**src/rtl/wb_arb_pkg.sv**
```systemverilog
// Shared types and defaults for the writeback-port arbiter.
// The optional pending-register mask is enabled by defining WB_ARB_PENDING_EN.
package wb_arb_pkg;

   typedef enum logic [1:0] {
      IDLE   = 2'd0,
      PEND   = 2'd1,
      STARVE = 2'd2
   } arb_state_t;

   localparam int DEF_STARVE_LIMIT = 8;
   localparam int DEF_FIFO_DEPTH   = 2;

   typedef struct packed {
      logic [4:0]  rd;
      logic [31:0] data;
   } lu_entry_t;

endpackage

```
**src/rtl/wb_arb_fifo.sv**
```systemverilog
// Shift-style result FIFO (entry 0 is always the head) for long-latency results.
// With WB_ARB_PENDING_EN defined it also keeps a registered mask of buffered destinations.
module wb_arb_fifo
   import wb_arb_pkg::*;
#(
   parameter int DEPTH = DEF_FIFO_DEPTH
) (
   input  logic                         clk,
   input  logic                         rst_n,
   input  logic                         push,
   input  logic                         pop,
   input  lu_entry_t                    din,
   output lu_entry_t                    head,
   output logic                         full,
   output logic                         empty,
   output logic [$clog2(DEPTH+1)-1:0]   count,
   output logic [31:0]                  pending
);

   localparam int CW = $clog2(DEPTH + 1);

   lu_entry_t         mem   [DEPTH];
   lu_entry_t         mem_n [DEPTH];
   logic [CW-1:0]     cnt_q;
   logic [CW-1:0]     cnt_n;
   logic              do_push;
   logic              do_pop;

   assign full    = (cnt_q == CW'(DEPTH));
   assign empty   = (cnt_q == '0);
   assign do_push = push && !full;
   assign do_pop  = pop && !empty;

   // Pop shifts first, so a simultaneous push lands behind the surviving entries.
   always_comb begin
      mem_n = mem;
      cnt_n = cnt_q;
      if (do_pop) begin
         for (int i = 0; i < DEPTH - 1; i++) mem_n[i] = mem[i+1];
         cnt_n = cnt_q - 1'b1;
      end
      if (do_push) begin
         for (int i = 0; i < DEPTH; i++) begin
            if (CW'(i) == cnt_n) mem_n[i] = din;
         end
         cnt_n = cnt_n + 1'b1;
      end
   end

   always_ff @(posedge clk or negedge rst_n) begin
      if (!rst_n) begin
         cnt_q <= '0;
         for (int i = 0; i < DEPTH; i++) mem[i] <= '0;
      end else begin
         cnt_q <= cnt_n;
         for (int i = 0; i < DEPTH; i++) mem[i] <= mem_n[i];
      end
   end

   assign head  = mem[0];
   assign count = cnt_q;

`ifdef WB_ARB_PENDING_EN
   logic [31:0] pend_q;
   logic [31:0] pend_n;

   // Built from next-state contents so the mask moves on the same edge as push/pop.
   always_comb begin
      pend_n = '0;
      for (int i = 0; i < DEPTH; i++) begin
         if (CW'(i) < cnt_n && mem_n[i].rd != 5'd0) pend_n[mem_n[i].rd] = 1'b1;
      end
   end

   always_ff @(posedge clk or negedge rst_n) begin
      if (!rst_n) pend_q <= '0;
      else        pend_q <= pend_n;
   end

   assign pending = pend_q;
`else
   assign pending = '0;
`endif

endmodule

```
**src/rtl/wb_arbiter.sv**
```systemverilog
// Register-file write-port arbiter: WB stage has fixed priority, long-latency results
// drain from a FIFO in idle WB slots; a starvation FSM asks for a WB bubble (WB_ARB_PENDING_EN optional).
module wb_arbiter
   import wb_arb_pkg::*;
#(
   parameter int STARVE_LIMIT = DEF_STARVE_LIMIT,
   parameter int FIFO_DEPTH   = DEF_FIFO_DEPTH
) (
   input  logic        clk,
   input  logic        rst_n,
   input  logic        wb_regwrite_i,
   input  logic [4:0]  wb_rd_addr_i,
   input  logic [31:0] wb_data_i,
   input  logic        lu_valid_i,
   input  logic [4:0]  lu_rd_addr_i,
   input  logic [31:0] lu_data_i,
   output logic        lu_ready_o,
   output logic        rf_we_o,
   output logic [4:0]  rf_waddr_o,
   output logic [31:0] rf_wdata_o,
   output logic        stall_req_o,
   output logic [31:0] pending_mask_o,
   output logic [1:0]  dbg_state
);

   localparam int CW  = $clog2(STARVE_LIMIT + 1);
   localparam int FCW = $clog2(FIFO_DEPTH + 1);

   arb_state_t     state_q, state_n;
   logic [CW-1:0]  cnt_q, cnt_n;
   logic           run_q;
   logic           wb_eff, push, pop;
   logic           full, empty;
   logic [FCW-1:0] count;
   lu_entry_t      head, din;

   // Handshake: a long-latency result transfers on a rising edge where lu_valid_i and
   // lu_ready_o are both high; lu_ready_o depends on registered state only.
   assign lu_ready_o = run_q && !full;
   assign push       = lu_valid_i && lu_ready_o;
   assign wb_eff     = wb_regwrite_i && (wb_rd_addr_i != 5'd0);
   assign pop        = !wb_eff && !empty;
   assign din        = '{rd: lu_rd_addr_i, data: lu_data_i};

   wb_arb_fifo #(.DEPTH(FIFO_DEPTH)) u_fifo (
      .clk     (clk),
      .rst_n   (rst_n),
      .push    (push),
      .pop     (pop),
      .din     (din),
      .head    (head),
      .full    (full),
      .empty   (empty),
      .count   (count),
      .pending (pending_mask_o)
   );

   // rst_n gates the write port so no WB write leaks out while in reset.
   always_comb begin
      rf_we_o    = 1'b0;
      rf_waddr_o = '0;
      rf_wdata_o = '0;
      if (rst_n) begin
         if (wb_eff) begin
            rf_we_o    = 1'b1;
            rf_waddr_o = wb_rd_addr_i;
            rf_wdata_o = wb_data_i;
         end else if (!empty) begin
            rf_we_o    = (head.rd != 5'd0);
            rf_waddr_o = head.rd;
            rf_wdata_o = head.data;
         end
      end
   end

   always_comb begin
      cnt_n   = cnt_q;
      state_n = state_q;
      if (pop || empty)                  cnt_n = '0;
      else if (cnt_q != CW'(STARVE_LIMIT)) cnt_n = cnt_q + 1'b1;
      case (state_q)
         IDLE: if (push) state_n = PEND;
         PEND: begin
            if (pop && !push && count == FCW'(1))        state_n = IDLE;
            else if (!pop && cnt_n == CW'(STARVE_LIMIT)) state_n = STARVE;
         end
         STARVE: begin
            if (pop) state_n = (!push && count == FCW'(1)) ? IDLE : PEND;
         end
         default: state_n = IDLE;
      endcase
   end

   always_ff @(posedge clk or negedge rst_n) begin
      if (!rst_n) begin
         state_q <= IDLE;
         cnt_q   <= '0;
         run_q   <= 1'b0;
      end else begin
         state_q <= state_n;
         cnt_q   <= cnt_n;
         run_q   <= 1'b1;
      end
   end

   assign stall_req_o = (state_q == STARVE);
   assign dbg_state   = state_q;

endmodule

```
**config.mk**
```make
export PLATFORM = sky130hd
export DESIGN_NAME = wb_arbiter
export DESIGN_NICKNAME = d
export VERILOG_FILES = /design/src/rtl/wb_arb_pkg.sv /design/src/rtl/wb_arb_fifo.sv /design/src/rtl/wb_arbiter.sv
export SDC_FILE = /design/constraint.sdc
export NUM_CORES = 1
export LEC_CHECK = 0
export ABC_AREA = 1
export ABC_CLOCK_PERIOD_IN_PS = 2600
export CORE_ASPECT_RATIO = 1.25
export CORE_MARGIN = 4
export CORE_UTILIZATION = 47
export DETAILED_ROUTE_END_ITERATION = 8
export HOLD_SLACK_MARGIN = 0.03
export PLACE_DENSITY_LB_ADDON = 0.1
export RECOVER_POWER = 100
export SETUP_SLACK_MARGIN = 0.4
export SKIP_CTS_REPAIR_TIMING = 1
export SYNTH_ARGS = -nofsm -noshare
export SYNTH_HDL_FRONTEND = slang
export SYNTH_SLANG_ARGS = --single-unit
```
**constraint.sdc**
```tcl
create_clock -name clk -period 2.6 [get_ports clk]
set_input_delay 0.52 -clock clk [delete_from_list [all_inputs] [get_ports clk]]
set_output_delay 0.52 -clock clk [all_outputs]
set_load 0.02 [all_outputs]
```
# --- Yosys cells after proc, flatten, opt, wreduce, memory -nomap -nowiden ---
# Index checks and enable logic that the tools add are counted.
classes:
  n_addsub: 3
  eq_ne: 10
  mux: 23
  reduce_logical: 23
op_table:
  columns: ["op", "count"]
  rows:
  - ["$mux 37", 3]
  - ["$mux 32", 3]
  - ["$mux 74", 1]
  - ["$mux 5", 3]
  - ["$mux 2", 6]
  - ["$logic_and 1x1->1", 10]
  - ["$reduce_bool 5->1", 2]
  - ["$mux 4", 2]
  - ["$logic_not 2->1", 3]
  - ["$pmux 2 s3", 1]
  - ["$logic_not 1->1", 5]
  - ["$add 4x1->4 const B", 1]
  - ["$eq 2x1->1 const B", 2]
  - ["$eq 2x2->1 const B", 2]
  - ["$eq 4x4->1 const B", 1]
  - ["$mux 1", 4]
  - ["$ne 4x4->1 const B", 1]
  - ["$ne 3x3->1 const B", 1]
  - ["$reduce_and 3->1", 1]
  - ["$add 2x1->2 const B", 1]
  - ["$eq 1x2->1 const A", 1]
  - ["$ne 2x1->1 const B", 1]
  - ["$ne 2x2->1 const B", 1]
  - ["$reduce_and 2->1", 1]
  - ["2 further kinds", 2]
word_totals:
  reg_bits: 83
  in_bits: 78
  out_inout_bits: 74
  wordCells: 67

# --- Longest topological paths before layout ---
# Gate-level depths: netlist of run 1.
depth:
  ltp_word: 11
  ltp_mapped: 16
  mapped_depth_nobuf: 13

# --- By module ---
# From an unflattened synthesis of run 1, not the netlist that was laid out.
hier_totals:
  cells_unflattened: 737
  hier_area_um2: 5355.1
modules_own_cells:
  columns: ["mod", "n_inst", "cells_each", "area_each_um2", "seq_area_each_um2"]
  rows:
  - ["wb_arb_fifo", 1, 538, 4225.3, 1901.8]
  - ["wb_arbiter", 1, 199, 1129.8, 175.2]

# --- Least setup slack after synthesis of run 1 ---
# Ideal clock, no wire load.
synth_path:
  kind: "input port to flip-flop"
  startpoint: "in wb_rd_addr_i[2]"
  endpoint: "reg, netlist name u_fifo.mem[10]"
  setup_ns: 0.125
  t_arrival_ns: 1.984
  t_required_ns: 2.475
  path_slack_ns: 0.491
  path_stages: 11
  n_path_buf: 2
  cell_sequence: "nor2_1 > nand3_2 > nand2_4 > nand2_4 > buf_6 > nand2_1 > nand2_1 > ha_1 > nand2_4 > buf_6 > mux2_2"
synth_via:
  elab_chain_len: 8
synth_rtl:
  columns: ["item", "line", "source"]
  rows:
  - ["start, declared", "wb_arbiter.sv:12", "input logic [4:0] wb_rd_addr_i,"]
  - ["$reduce_bool 5->1", "wb_arbiter.sv:41", "assign wb_eff = wb_regwrite_i && (wb_rd_addr_i != 5'd0);"]
  - ["$logic_and 1x1->1", "wb_arbiter.sv:41", null]
  - ["$logic_not 1->1", "wb_arbiter.sv:42", "assign pop = !wb_eff && !empty;"]
  - ["$logic_and 1x1->1", "wb_arbiter.sv:42", null]
  - ["$logic_and 1x1->1", "wb_arb_fifo.sv:32", "assign do_pop = pop && !empty;"]
  - ["$mux 2", "wb_arb_fifo.sv:38", "if (do_pop) begin"]
  - ["$eq 1x2->1", "wb_arb_fifo.sv:44", "if (CW'(i) == cnt_n) mem_n[i] = din;"]
  - ["$reduce_and 2->1 (no source line)", null, null]
# No other way between the ends.
# A chain may end at the register's enable or synchronous reset.

# --- Worst setup path in the final report of run 1 ---
layout_path:
  startpoint: "reg u_fifo.cnt_q[0], in the netlist u_fifo.count[0]"
  endpoint: "out rf_wdata_o[7]"
layout_via:
  elab_chain_len: 4
layout_rtl:
  columns: ["item", "line", "source"]
  rows:
  - ["start, declared", "wb_arb_fifo.sv:24", "logic [CW-1:0] cnt_q;"]
  - ["start signal, assigned", "wb_arb_fifo.sv:55", "cnt_q <= cnt_n;"]
  - ["$logic_not 2->1", "wb_arb_fifo.sv:30", "assign empty = (cnt_q == '0);"]
  - ["$mux 32", "wb_arbiter.sv:68", "end else if (!empty) begin"]
  - ["$mux 32", "wb_arbiter.sv:64", "if (wb_eff) begin"]
  - ["$mux 32", "wb_arbiter.sv:63", "if (rst_n) begin"]
  - ["end, declared", "wb_arbiter.sv:20", "output logic [31:0] rf_wdata_o,"]
# No other way between the ends.

==> results of run 1 <==
==> flip-flops by register name, summed over array words and instances, names as in the netlist <==
name,count
run_q,1
u_fifo.head,37
dbg_state,2
u_fifo.count,2
u_fifo.mem,37
cnt_q,4
==> cells in the final DEF, fill, tap and decap left out, types with 2 or more instances in the layout <==
cell and instances:
clkbuf_4 2, nand4_1 2, nand2_1 124, dlymetal6s2s_1 3, o21ai_1 21, clkbuf_1 3
ha_4 2, nand3_2 2, nor2_1 7, nand2_2 34, buf_12 8, clkbuf_16 18
ha_1 5, mux2_1 3, clkinvlp_4 3, dfrtp_1 83, nand3_1 7, dlygate4sd3_1 3
conb_1 33, nand2_8 2, mux2_2 34, buf_4 34, inv_2 2, a21oi_2 27
buf_8 6, clkinv_2 2, inv_1 52, a21oi_1 50, o21ai_0 19, clkdlybuf4s50_1 70
buf_6 17, inv_4 3, nand2_4 12, nor2_2 2, clkbuf_2 3
==> final cells by class <==
| type | instances | area share [%] |
|---|---|---|
| clock inverters | 5 | 0.805 |
| repair buffers | 157 | 25.3 |
| well taps | 129 | 2.36 |
| clock buffers | 10 | 3.35 |
| flip-flops and latches | 83 | 30.4 |
| inverters | 59 | 3.59 |
| multi-input cells | 391 | 34.3 |
==> power by group <==
group	internal, mW	switching (mW)
sequential	1.92	0.393
clock	0.735	0.495
combinational	1.44	1.52
==> cells by family after synthesis <==
logic type | Yosys count | synth area share (%)
flops | 83 | 43.2
xor+xnor | 2 | 0.364
compound gates | 118 | 13.9
fa+ha+maj | 7 | 1.82
simple gates | 194 | 17.3
other cells | 2 | 0.156
buf+inv | 121 | 14.6
mux | 37 | 8.67
==> stage by stage <==
stage / cells / setup TNS (ps) / hold WS [ps]
4_1_cts: 815 / -12870 / 481
3_5_place_dp: 800 / -19050 / 466
2_1_floorplan: 595 / 0 / 224
3_3_place_gp: 800 / -18420 / 463
6_report: 834 / 0 / 485
5_1_grt: 834 / 0 / 513
==> worst max-delay path, cell delays in order (launching register included) <==
cell       delay, ps
dfrtp_1          400
inv_1            170
ha_4             170
inv_4             50
nand2_8           70
clkinv_8         100
clkbuf_16        180
nand2_1           60
a21oi_1           60
buf_4            190
==> layer usage <==
layer  vias up  GRT usage [%]  routed length [um]
met3        19           4.95                 880
met1      1862           22.4                4770
met4         0           6.49                 209
li1       2007              -                   -
met5         -              0                   0
met2       131           30.6                6490
==> synthesized netlist by cell type <==
cell type,instances,share of area [%]
buf_6,9,2.1
conb_1,2,0.16
nand2_4,3,0.70
a21oi_1,57,5.9
clkbuf_1,3,0.23
nand2_1,149,12
inv_1,55,4.3
nand3_1,7,0.73
o211ai_1,1,0.16
a21oi_2,20,3.6
nand3_2,2,0.42
buf_2,14,1.5
o21ai_1,21,2.2
xor2_1,2,0.36
mux2_2,34,8.0
clkinv_1,1,0.078
nand2_2,20,2.6
clkinv_2,1,0.10
nor2_2,1,0.13
inv_2,2,0.16
buf_12,2,0.83
o21ai_0,19,2.0
nand4_1,2,0.26
or2_2,1,0.13
nor3_1,1,0.10
ha_1,7,1.8
mux2_1,3,0.70
buf_4,34,5.3
dfrtp_1,83,43
nor2_1,8,0.62
==> final timing paths <==
kind,startpoint,slack (ps),cells past startpoint,to
max reg2reg,u_fifo.count[0],300,10,u_fifo.mem[14]
min reg2reg,u_fifo.mem[32],490,2,u_fifo.head[32]
min,u_fifo.mem[32],490,2,u_fifo.head[32]
max,u_fifo.count[0],280,9,rf_wdata_o[7]
min in group asynchronous,rst_n,550,2,u_fifo.mem[30]
max in group asynchronous,rst_n,1370,2,u_fifo.head[29]
==> summary.txt, run 1 <==
Status
  – Status: complete, no violations

STA
  – Clk_skew: slightly above 6 ps
  – Worst slew margin: between 30 and 40%
  – RSZ-0062 raised after global routing: true
  – Final setup viols: 0
  – Worst-Margin Slew: between 1000 and 1500 ps
  – Fmax: between 400 and 500 MHz
  – Final worst path period need: between 2000 and 2500 ps
  – Final Max Slew Viols: 0
  – Setup ws final: between 200 and 300 ps
  – Final hold violation count: 0
  – Final worst-path cycle share: about 90%

Floorplan
  – Die Y: around 120 um
  – Core ar.: 10100 sq um
  – I/O Pins: between 150 and 200
  – Die area: 11900 sq um
  – Die Width: 98.5 um
  – Row count: a little over 40
  – Initial Utilization: 47.8%

Cells and area
  – Final instance area: between 6000 and 7000 sq um
  – Area Overhead vs Synth: 42.2%
  – Layout Utilization: just under 70%
  – Layout Nets: about 790
  – Multi-input logic area: about 2300 sq um
  – Register area: ~2100 sq um
  – Diodes inserted: 0
  – Fill count: around 830
  – Share of post-route cells with drive strength above 1: 30.8%

Worst setup path
  – Crit Path Class: reg2out
  – Worst setup SP type: register
  – Arrival time worst endpoint: 1800 ps
  – Data required, critical path: about 2100 ps
  – Critical Path Sink Type: output port
  – Worst Path Max Fanout: 8

Run
  – Maxcap violations: 0

Power
  – PnR Total Power: about 6.5 mW
  – Pleak: approximately 3.3 nW
  – VDD IR max: approximately 0.47 mV
  – Power Density: roughly 950 nW/um^2

Routing
  – Initial DRC count: 155
  – Drt total wl: between 10 and 15 mm
  – Pre-antenna DRT Iters: 4
  – Routed vias: approximately 4000
  – DR WL/cell: about 15 um
  – Final ANT Viol Nets: 0
  – # DRC: 0
  – Vias per cell: just under 5

Min path
  – HP Class: reg2reg

Logic synthesis
  – Synth Warn #: 0
  – Yosys cell types: 30
  – Mean Syn Cell Area: roughly 8.5 sq um
  – Register area share after synthesis: roughly 43%
  – Mapped Area: between 4000 and 5000 sq um
  – Yosys reg bits: 83
  – Mapped Cells: approximately 560

Clock network
  – TritonCTS buffer count: 9
  – Htree depth: 3
  – Clk buf depth: 2
  – Clock transition at path regs: 60 ps
  – CTS root buffer: clkbuf_16
  – CTS tree: built
  – Clock sink count: a little over 80
  – Worst skew pair latency: 330 ps

Global route
  – Grt ovf: 0
  – GRT Resource Usage Total: 18.2%
  – First-pass GRT wire length: roughly 18 mm
  – Initial antenna violation count: 0
  – Largest net degree at the start of global routing: 84
  – Vias in the first global route: between 3000 and 4000

Place
  – DP Wirelength: 7.49 mm
  – Placer Congestion: around 0.8
  – Dpl ws: -360 ps
  – Port bufs: between 100 and 150
  – Post-DP Area: 6030 sq um
Power figures use the tool's default switching activity.
==> run 2: changes to the inputs <==
==> constraint.sdc (replaced) <==
create_clock -name clk -period 2.6 [get_ports clk]
set_input_delay 0.26 -clock clk [delete_from_list [all_inputs] [get_ports clk]]
set_output_delay 0.26 -clock clk [all_outputs]
set_load 0.02 [all_outputs]
==> summary.txt, run 2 (synthesis gave the netlist of run 1 again) <==
Place
  – DP Wirelength: between 7 and 8 mm
  – Post-DP Area: between 5000 and 6000 sq um
  – Dpl ws: 69.6 ps
  – Port bufs: 119
  – Placer Congestion: 0.794

STA
  – Clk_skew: between 4 and 5 ps
  – Final hold violation count: 0
  – Final Max Slew Viols: 0
  – RSZ-0062 raised after global routing: false
  – Fmax: around 440 MHz
  – Final worst path period need: 2290 ps
  – Final setup viols: 0
  – Final worst-path cycle share: between 80% and 90%
  – Worst slew margin: between 40% and 50%
  – Worst-Margin Slew: between 800 and 900 ps
  – Setup ws final: about 310 ps

Floorplan
  – Die Y: between 100 and 150 um
  – Die area: 11900 sq um
  – Die Width: roughly 98 um
  – Initial Utilization: a little under half
  – I/O Pins: 152
  – Row count: 41
  – Core ar.: between 10000 and 15000 sq um

Status
  – Status: complete, no violations

Worst setup path
  – Critical Path Sink Type: output port
  – FF-to-FF setup slack: around 320 ps
  – Crit Path Class: reg2out
  – Worst Path Max Fanout: 15
  – Reg2reg end: u_fifo.mem[1]
  – Worst setup SP type: register
  – FF-to-FF Start: u_fifo.count[0]
  – Arrival time worst endpoint: about 2000 ps
  – Worst reg2reg path depth: 11
  – Data required, critical path: between 2000 and 2500 ps

Power
  – Pleak: ~3.0 nW
  – PnR Total Power: 6.31 mW
  – Power Density: 986 nW/um^2
  – VDD IR max: around 0.43 mV

Min path
  – HP Class: in2async

Routing
  – Drt total wl: 12.0 mm
  – DR WL/cell: between 10 and 15 um
  – # DRC: 0
  – Final ANT Viol Nets: 0
  – Pre-antenna DRT Iters: 4
  – Vias per cell: approximately 4.8
  – Initial DRC count: around 160
  – Routed vias: approximately 4000

Cells and area
  – Final instance area: approximately 6400 sq um
  – Area Overhead vs Synth: 33.0%
  – Layout Utilization: 63.6%
  – Diodes inserted: 0
  – Layout Nets: between 700 and 800
  – Most common cell after layout, fill and taps aside: nand2_1
  – Share of post-route cells with drive strength above 1: 20.4%
  – Most frequent cells in the layout: nand2_1 (149), dfrtp_1 (83), clkdlybuf4s50_1 (76)
  – Fill count: approximately 880

Global route
  – First-pass GRT wire length: 17.4 mm
  – Largest net degree at the start of global routing: 64
  – Initial antenna violation count: 1
  – Vias in the first global route: slightly below 4000
  – GRT Resource Usage Total: between 10% and 20%
  – Grt ovf: 0

Clock network
  – Clock sink count: between 80 and 90
  – Clock transition at path regs: approximately 60 ps
  – Clk buf depth: 2
  – Htree depth: 3
  – Worst skew pair latency: about 330 ps
  – CTS root buffer: clkbuf_16
  – CTS tree: built
  – TritonCTS buffer count: 9

Run
  – Maxcap violations: 0
[run 2: cell count changes in the layout (fill, tap and decap cells not counted), sizes merged, moves of 2 or more]
cell and delta:
buf -36, clkbuf +21, clkdlybuf4s50 +6, dlymetal6s2s -3, bufinv +2, clkinvlp -2
dlygate4sd3 +2
[run 2: report_power, final]
| group | internal (mW) | total [mW] | switching [mW] |
|---|---|---|---|
| registers | 1.92 | 2.27 | 0.351 |
| logic | 1.21 | 2.61 | 1.40 |
| clock network | 0.932 | 1.43 | 0.497 |
[run 2: layout make-up]
| class | count | area, sq um | area share (%) |
|---|---|---|---|
| multi-input combinational | 391 | 2170 | 33.9 |
| sequential | 83 | 2080 | 32.5 |
| timing repair buffer | 147 | 1430 | 22.3 |
| inverter | 59 | 231 | 3.62 |
| clock buffer | 10 | 229 | 3.58 |
| tap | 129 | 161 | 2.52 |
| clock inverter | 5 | 103 | 1.60 |
[run 2: how the worst max path moves through the flow]
| stage | from | to | slack, ps | cells after the start |
|---|---|---|---|---|
| 2_1_floorplan | u_fifo.count[0] | u_fifo.mem[10] | 520 | 12 |
| 3_3_place_gp | wb_rd_addr_i[1] | rf_wdata_o[0] | 120 | 10 |
| 3_5_place_dp | wb_rd_addr_i[2] | rf_wdata_o[0] | 70 | 10 |
| 4_1_cts | u_fifo.count[0] | rf_wdata_o[0] | -90 | 9 |
| 5_1_grt | u_fifo.count[0] | rf_wdata_o[7] | 200 | 9 |
| 6_report | u_fifo.count[0] | rf_waddr_o[2] | 310 | 9 |
[run 2: critical path, stage by stage (launching register included)]
cell       delay [ps]
dfrtp_1           380
inv_1              70
ha_1              190
inv_1             200
nand2_8           120
inv_8             100
clkbuf_16         190
nand2_1            60
a21oi_1           120
clkbuf_1          260
[run 2: metrics by stage]
stage                     std cells  setup TNS [ps]  hold slack, ps
after floorplan                 595               0           -35.6
after global placement          794               0             252
after detailed placement        794               0             257
after CTS                       809           -2350           -92.4
after global routing            824               0             499
final                           824               0             471
[run 2: layer usage]
layer	routed length, um	global-route usage, %
met5	8	0
met4	246	5.12
met3	710	4.89
met2	6190	32.1
met1	4840	20.4
